`src/rtl/sha1_pad.sv`:
```
// rtl/sha1_pad.sv - SHA-1 message padder: byte stream in, padded big-endian 32-bit words out
module sha1_pad (
  input  logic        wb_clk_i,
  input  logic        reset_n,
  input  logic        in_valid,
  output logic        in_ready,
  input  logic [7:0]  in_data,
  input  logic        in_keep,
  input  logic        in_last,
  output logic        out_valid,
  input  logic        out_ready,
  output logic [31:0] out_data,
  output logic [3:0]  out_idx,
  output logic        out_block_last,
  output logic        out_msg_last,
  output logic        overflow
);

  typedef enum logic [2:0] {S_DATA, S_PAD, S_ZERO, S_LEN_HI, S_LEN_LO} state_t;

  state_t      state_q;
  logic [31:0] acc_q;
  logic [1:0]  acc_cnt_q;
  logic [31:0] bytecnt_q;
  logic        overflow_q;
  logic [3:0]  idx_q;
  logic        extra_q;
  logic        out_valid_q;
  logic [31:0] out_data_q;
  logic [3:0]  out_idx_q;
  logic        out_msg_last_q;

  logic        load_ok;
  logic        accept;
  logic        fill;
  logic [2:0]  n_c;
  logic [31:0] word_c;
  logic        emit_en;
  logic [31:0] emit_word;
  logic        emit_last;

  assign load_ok  = !out_valid_q || out_ready;
  // A last beat always produces a word, so it needs room in the output register.
  assign in_ready = reset_n && (state_q == S_DATA) &&
                    (load_ok || (acc_cnt_q != 2'd3 && !in_last));
  assign accept   = in_valid && in_ready;
  assign n_c      = {1'b0, acc_cnt_q} + {2'b00, in_keep};
  assign fill     = accept && (n_c == 3'd4 || in_last);

  always_comb begin
    word_c = acc_q;
    if (in_keep) begin
      case (acc_cnt_q)
        2'd0:    word_c[31:24] = in_data;
        2'd1:    word_c[23:16] = in_data;
        2'd2:    word_c[15:8]  = in_data;
        default: word_c[7:0]   = in_data;
      endcase
    end
    if (in_last) begin
      case (n_c)
        3'd0:    word_c[31:24] = 8'h80;
        3'd1:    word_c[23:16] = 8'h80;
        3'd2:    word_c[15:8]  = 8'h80;
        3'd3:    word_c[7:0]   = 8'h80;
        default: ;
      endcase
    end
  end

  always_comb begin
    emit_en   = 1'b0;
    emit_word = 32'h0;
    emit_last = 1'b0;
    case (state_q)
      S_DATA:   begin emit_en = fill;    emit_word = word_c;                       end
      S_PAD:    begin emit_en = load_ok; emit_word = 32'h8000_0000;                end
      S_ZERO:   begin emit_en = load_ok; emit_word = 32'h0;                        end
      S_LEN_HI: begin emit_en = load_ok; emit_word = {29'b0, bytecnt_q[31:29]};    end
      S_LEN_LO: begin emit_en = load_ok; emit_word = {bytecnt_q[28:0], 3'b000};
                      emit_last = 1'b1;                                            end
      default:  ;
    endcase
  end

  always_ff @(posedge wb_clk_i or negedge reset_n) begin
    if (!reset_n) begin
      state_q        <= S_DATA;
      acc_q          <= 32'h0;
      acc_cnt_q      <= 2'd0;
      bytecnt_q      <= 32'h0;
      overflow_q     <= 1'b0;
      idx_q          <= 4'd0;
      extra_q        <= 1'b0;
      out_valid_q    <= 1'b0;
      out_data_q     <= 32'h0;
      out_idx_q      <= 4'd0;
      out_msg_last_q <= 1'b0;
    end else begin
      if (out_valid_q && out_ready) out_valid_q <= 1'b0;
      if (emit_en) begin
        out_valid_q    <= 1'b1;
        out_data_q     <= emit_word;
        out_idx_q      <= idx_q;
        out_msg_last_q <= emit_last;
        idx_q          <= idx_q + 4'd1;
      end
      case (state_q)
        S_DATA: if (accept) begin
          if (in_keep) begin
            if (&bytecnt_q) overflow_q <= 1'b1;
            else            bytecnt_q  <= bytecnt_q + 32'd1;
          end
          if (fill) begin
            acc_q     <= 32'h0;
            acc_cnt_q <= 2'd0;
            if (in_last) begin
              if (n_c == 3'd4) begin
                state_q <= S_PAD;
              end else begin
                state_q <= (idx_q == 4'd13) ? S_LEN_HI : S_ZERO;
                extra_q <= (idx_q == 4'd14);
              end
            end
          end else begin
            acc_q     <= word_c;
            acc_cnt_q <= n_c[1:0];
          end
        end
        S_PAD: if (load_ok) begin
          state_q <= (idx_q == 4'd13) ? S_LEN_HI : S_ZERO;
          extra_q <= (idx_q == 4'd14);
        end
        // extra_q marks a marker too late for the length: finish this block first.
        S_ZERO: if (load_ok) begin
          if (extra_q) begin
            if (idx_q == 4'd15) extra_q <= 1'b0;
          end else if (idx_q == 4'd13) begin
            state_q <= S_LEN_HI;
          end
        end
        S_LEN_HI: if (load_ok) state_q <= S_LEN_LO;
        S_LEN_LO: if (load_ok) begin
          state_q   <= S_DATA;
          bytecnt_q <= 32'h0;
          idx_q     <= 4'd0;
        end
        default: state_q <= S_DATA;
      endcase
    end
  end

  assign out_valid      = out_valid_q;
  assign out_data       = out_data_q;
  assign out_idx        = out_idx_q;
  assign out_block_last = (out_idx_q == 4'd15);
  assign out_msg_last   = out_msg_last_q;
  assign overflow       = overflow_q;

endmodule

```
`config.mk`:
```
export PLATFORM = sky130hd
export DESIGN_NAME = sha1_pad
export DESIGN_NICKNAME = d
export VERILOG_FILES = /design/src/rtl/sha1_pad.sv
export SDC_FILE = /design/constraint.sdc
export NUM_CORES = 1
export LEC_CHECK = 0
export CAP_MARGIN = 30
export CORE_MARGIN = 2
export CORE_UTILIZATION = 30
export CTS_BUF_LIST = sky130_fd_sc_hd__clkbuf_8
export DETAILED_ROUTE_END_ITERATION = 6
export GPL_TIMING_DRIVEN = 0
export PLACE_DENSITY = 0.55
export SYNTH_ARGS = -nofsm -noshare
export SYNTH_HDL_FRONTEND = slang
export SYNTH_SLANG_ARGS = --single-unit
```
`constraint.sdc`:
```
create_clock -name wb_clk_i -period 4.26 [get_ports wb_clk_i]
set_input_delay 0.852 -clock wb_clk_i [delete_from_list [all_inputs] [get_ports wb_clk_i]]
set_output_delay 0.852 -clock wb_clk_i [all_outputs]
set_load 0.01 [all_outputs]
```
After elaboration in Yosys (flattened, before gate mapping)
Cells that the tools add are included.

cells by class
  add/sub/neg operators = 3
  equality and inequality tests = 27
  multiplexer cells = 46
  reductions and logical operators = 25

operators with widths
  operator                 count
  $mux W32                 7
  $pmux W32 S4             1
  $mux W8                  8
  $pmux W32 S2             1
  $reduce_and A35 Y1       1
  $add A32 B1 Y32 const B  1
  $reduce_and A32 Y1       1
  $mux W3                  9
  $ne A2 B2 Y1 const B     13
  $eq A4 B4 Y1 const B     4
  $pmux W3 S5              1
  $eq A3 B2 Y1 const B     4
  $mux W1                  12
  $mux W4                  3
  $reduce_and A9 Y1        1
  $reduce_and A7 Y1        1
  $eq A3 B1 Y1 const B     2
  $eq A3 B3 Y1 const B     2
  $logic_and A1 B1 Y1      6
  $logic_not A3 Y1         2
  $reduce_and A5 Y1        1
  $add A4 B1 Y4 const B    1
  $mux W2                  2
  $reduce_bool A2 Y1       2
  12 further kinds         15

word-level totals
  bits in registers = 113
  bits of input ports = 14
  output and inout bits = 41
  word-level logic and storage cells = 112

Logic depth before layout (Yosys ltp)
  word-level depth = 10
  mapped depth = 9
  depth with buffers taken out = 7

Worst setup path after synthesis
OpenSTA, ideal clock, no wires.

  path kind = input -> register
  start point = input in_keep
  end point = register out_data_q[28] (netlist: out_data[28])
  setup time = 135 ps
  arrival = 2655 ps
  setup slack = 1470 ps
  stages on the path = 7
  path buffers = 1
  cells stage by stage = ha_1 -> ha_1 -> nor4b_1 -> clkbuf_1 -> nor3_1 -> a21oi_1 -> o31ai_1

between the ends
  longest elaborated chain between the ends = 5

RTL lines
  what                                              line    RTL
  from (decl)                                       8       input logic in_keep,
  $add A2 B1 Y3                                     47      assign n_c = {1'b0, acc_cnt_q} + {2'b00, in_keep};
  $logic_not A3 Y1 or $eq A3 B3 Y1 (tied branches)  61, 48
  $mux W8 or $logic_or A1 B1 Y1 (tied branches)     61, 48
  $mux W32 or $logic_and A1 B1 Y1 (tied branches)   60, 48
  $pmux W32 S4 or $pmux W1 S2 (tied branches)       75      case (state_q)
  to (signal assigned)                              103     out_data_q <= emit_word;
  to (decl)                                         29      logic [31:0] out_data_q;

Several ways; a longest one is shown, not always the timed one.
A chain may end at the register's enable or synchronous reset.

Worst setup path after layout
  start point = input in_keep
  end point = register out_data_q[24] (netlist: out_data[24])

The elaborated chain is that of the path after synthesis.

==> impl_metrics.ini <==
[status]
outcome = completed

[logic_synthesis]
synth-adder-area-share = 0.0125
synth_top_cell_by_area = dfrtp_1
synthesis.nets = 672
ys.flop_type = dfrtp_1
synth-xor-area-share = 0.00291
synthMuxAreaShare = 0.0536
ys_async_sr_fraction = 1.00
syn-mean-instance-area_um2 = 9.23
synth_compound_area_frac = 0.203
synth_common_cells = dfrtp_1 (113), nand2_1 (74), a21oi_1 (48)
ys_ff_latch = 113
synth_edf_count = 0
yosys.area_share.simple = 0.223
yosysUniqueCellTypes = 59
yosys.cell_count.top_type = dfrtp_1
synth.area.top_cells = dfrtp_1 (47%), mux2i_1 (5.0%), nand2_1 (4.6%), a22o_1 (4.5%), o31ai_1 (4.2%)
syn_area_um2 = 6020
yosysSeqAreaShare = 0.470
synth_top_family_by_area = simple AND/OR/NAND/NOR gates
yosys_warnings = 0
synth_top_area_share = 0.470
netlist_instances = 652

[global_route]
grt_max_degree = 65
grt_pass1_wl_um = 31400
overflow = 0
antenna_found_initial = 0
track_usage = 0.191
grt_pass1_vias = 5294

[layout]
area_delta_synth_final_pct = 21.9
layout.cells.non_filler = 1005
seq_area_um2 = 2830
fin_nets = 747
multiInputGateArea_um2 = 2980
drive_gt1_frac = 0.0649
fillers = 1986
antenna_cells = 0
final_util = 0.375

[place]
place_inst = 973
pre_cts_ws_ns = 0.134
dp_hpwl_um = 14000
portBuffers = 54
gp_congestion = 0.860

[die]
start_util = 0.307
core-area_um2 = 19600
num_rows = 51
die_w_um = 146
ios = 55
die-area_um2 = 21200
die_h_um = 146

[drt]
drt_iter0_drc = 561
wl_per_cell_um = 19.8
vias = 5576
ant_nets = 0
totalWireLength_um = 19900
drc_errors = 0
viasPerCell = 5.55
firstDrtPassIters = 5

[power_and_ir_drop]
p_leak_nw = 3.22
powerDensity_nw_per_um2 = 535
irDropWorstVdd_v = 0.000231

[clocking]
ctsHoldBuffers = 0
cts_tree = yes
clkSinkCount = 113
clockBufferDepth = 2
clkTransAtPathRegs_ns = 0.07
cts.htree.levels = 4
cts_setup_buffers = 0
postCtsResizedCells = 0
root_buffer = clkbuf_8
clk_latency_ns = 0.46
numCtsBuffers = 17

[setup_path]
endpoint_kind = flip-flop
start_kind = input port
path_class = input port to flip-flop
crit_fanout = 10
required_ns = 4.60
cp.arrival_ns = 4.00

[sta]
max_freq_ghz = 0.273
rsz0062_at_grt = false
hold_viol_final = 0
setup_slack_ns = 0.596
fin_worst_skew_ns = 0.0193
worst_slew_pin_slew_ns = 0.931
post-route-period-util = 0.860
hold_ws_ns = 0.361
slew_headroom = 0.379
maxSlewViolCount = 0
period_needed_ns = 3.66
final-setup-viol-count = 0

[run]
maxCapViolCount = 0

[min_path]
hold_class = input port to async pin
## worst max-delay path: stages
cell and delay [ns]:
clkdlybuf4s50_1 0.62, ha_1 0.31, ha_1 0.35, nor3b_1 0.45, nor2_1 0.16, o21a_1 0.24, clkbuf_1 0.23, clkbuf_1 0.39
o31ai_1 0.39
## layout make-up
type,count,share of cell area
timing repair buffer,56,0.0782
buffer,47,0.0249
clock inverter,12,0.0189
clock buffer,20,0.0375
tap,265,0.0452
multi-input combinational,484,0.406
sequential,113,0.385
inverter,8,0.00409
## state kept, by name, summed over array words and instances, names as in the netlist
signal and count:
out_valid 1, out_idx 4, idx_q 4, acc_cnt_q 2, state_q 3, bytecnt_q 32
extra_q 1, out_data 32, acc_q 32, out_msg_last 1, overflow 1
## layout by cell type, fill, tap and decap left out, types with 8 or more instances in the layout
cell	Yosys	routed
dfrtp_1	113	113
nand2_1	74	74
clkdlybuf4s50_1	0	53
a21oi_1	48	48
nor2_1	47	47
o21ai_0	38	38
clkbuf_1	38	38
o31ai_1	34	34
a22o_1	31	31
nor3_1	30	30
mux2i_1	30	30
nand3_1	27	27
clkbuf_8	0	20
or3_1	17	17
nand4_1	16	16
or4_1	9	9
inv_1	7	8
## through the flow
stage | cell area [um2] | setup TNS [ns] | total power, mW
detailed placement | 6930 | 0 | 2.85
finish | 7340 | 0 | 3.93
floorplan | 6020 | 0 | 2.24
global route | 7340 | 0 | 4.14
CTS | 7340 | 0 | 3.93
global placement | 6890 | -680.34 | 2.83
## power by group
| part | internal (mW) | switching [mW] |
|---|---|---|
| Clock | 0.616 | 0.468 |
| Sequential | 1.23 | 0.142 |
| Combinational | 0.491 | 0.979 |
## cells by family after synthesis
group,Yosys count
simple gates,261
compound gates,183
flops,113
buf+inv,55
mux,32
fa+ha+maj,6
xor+xnor,2
## worst paths after layout
check	from	endpoint	slack, ns	cells after the start
worst max-delay path	in_keep	out_data[24]$_DFFE_PN0P_	0.60	9
worst min-delay path	reset_n	acc_q[30]$_DFFE_PN0P_	0.36	1
worst max register to register	state_q[2]$_DFFE_PN0P_	bytecnt_q[13]$_DFFE_PN0P_	1.14	6
worst min register to register	out_data[3]$_DFFE_PN0P_	out_data[3]$_DFFE_PN0P_	0.47	2
max in group asynchronous	reset_n	bytecnt_q[19]$_DFFE_PN0P_	3.19	2
min in group wb_clk_i	out_data[3]$_DFFE_PN0P_	out_data[3]$_DFFE_PN0P_	0.47	2
## metal layers
layer	up-vias	share of wire	track usage
met4	0	0.020	0.0647
li1	2603	-	-
met5	-	0	0
met3	25	0.058	0.0379
met2	212	0.44	0.279
met1	2736	0.48	0.280
Note: power is estimated with default switching activity, not from simulation.
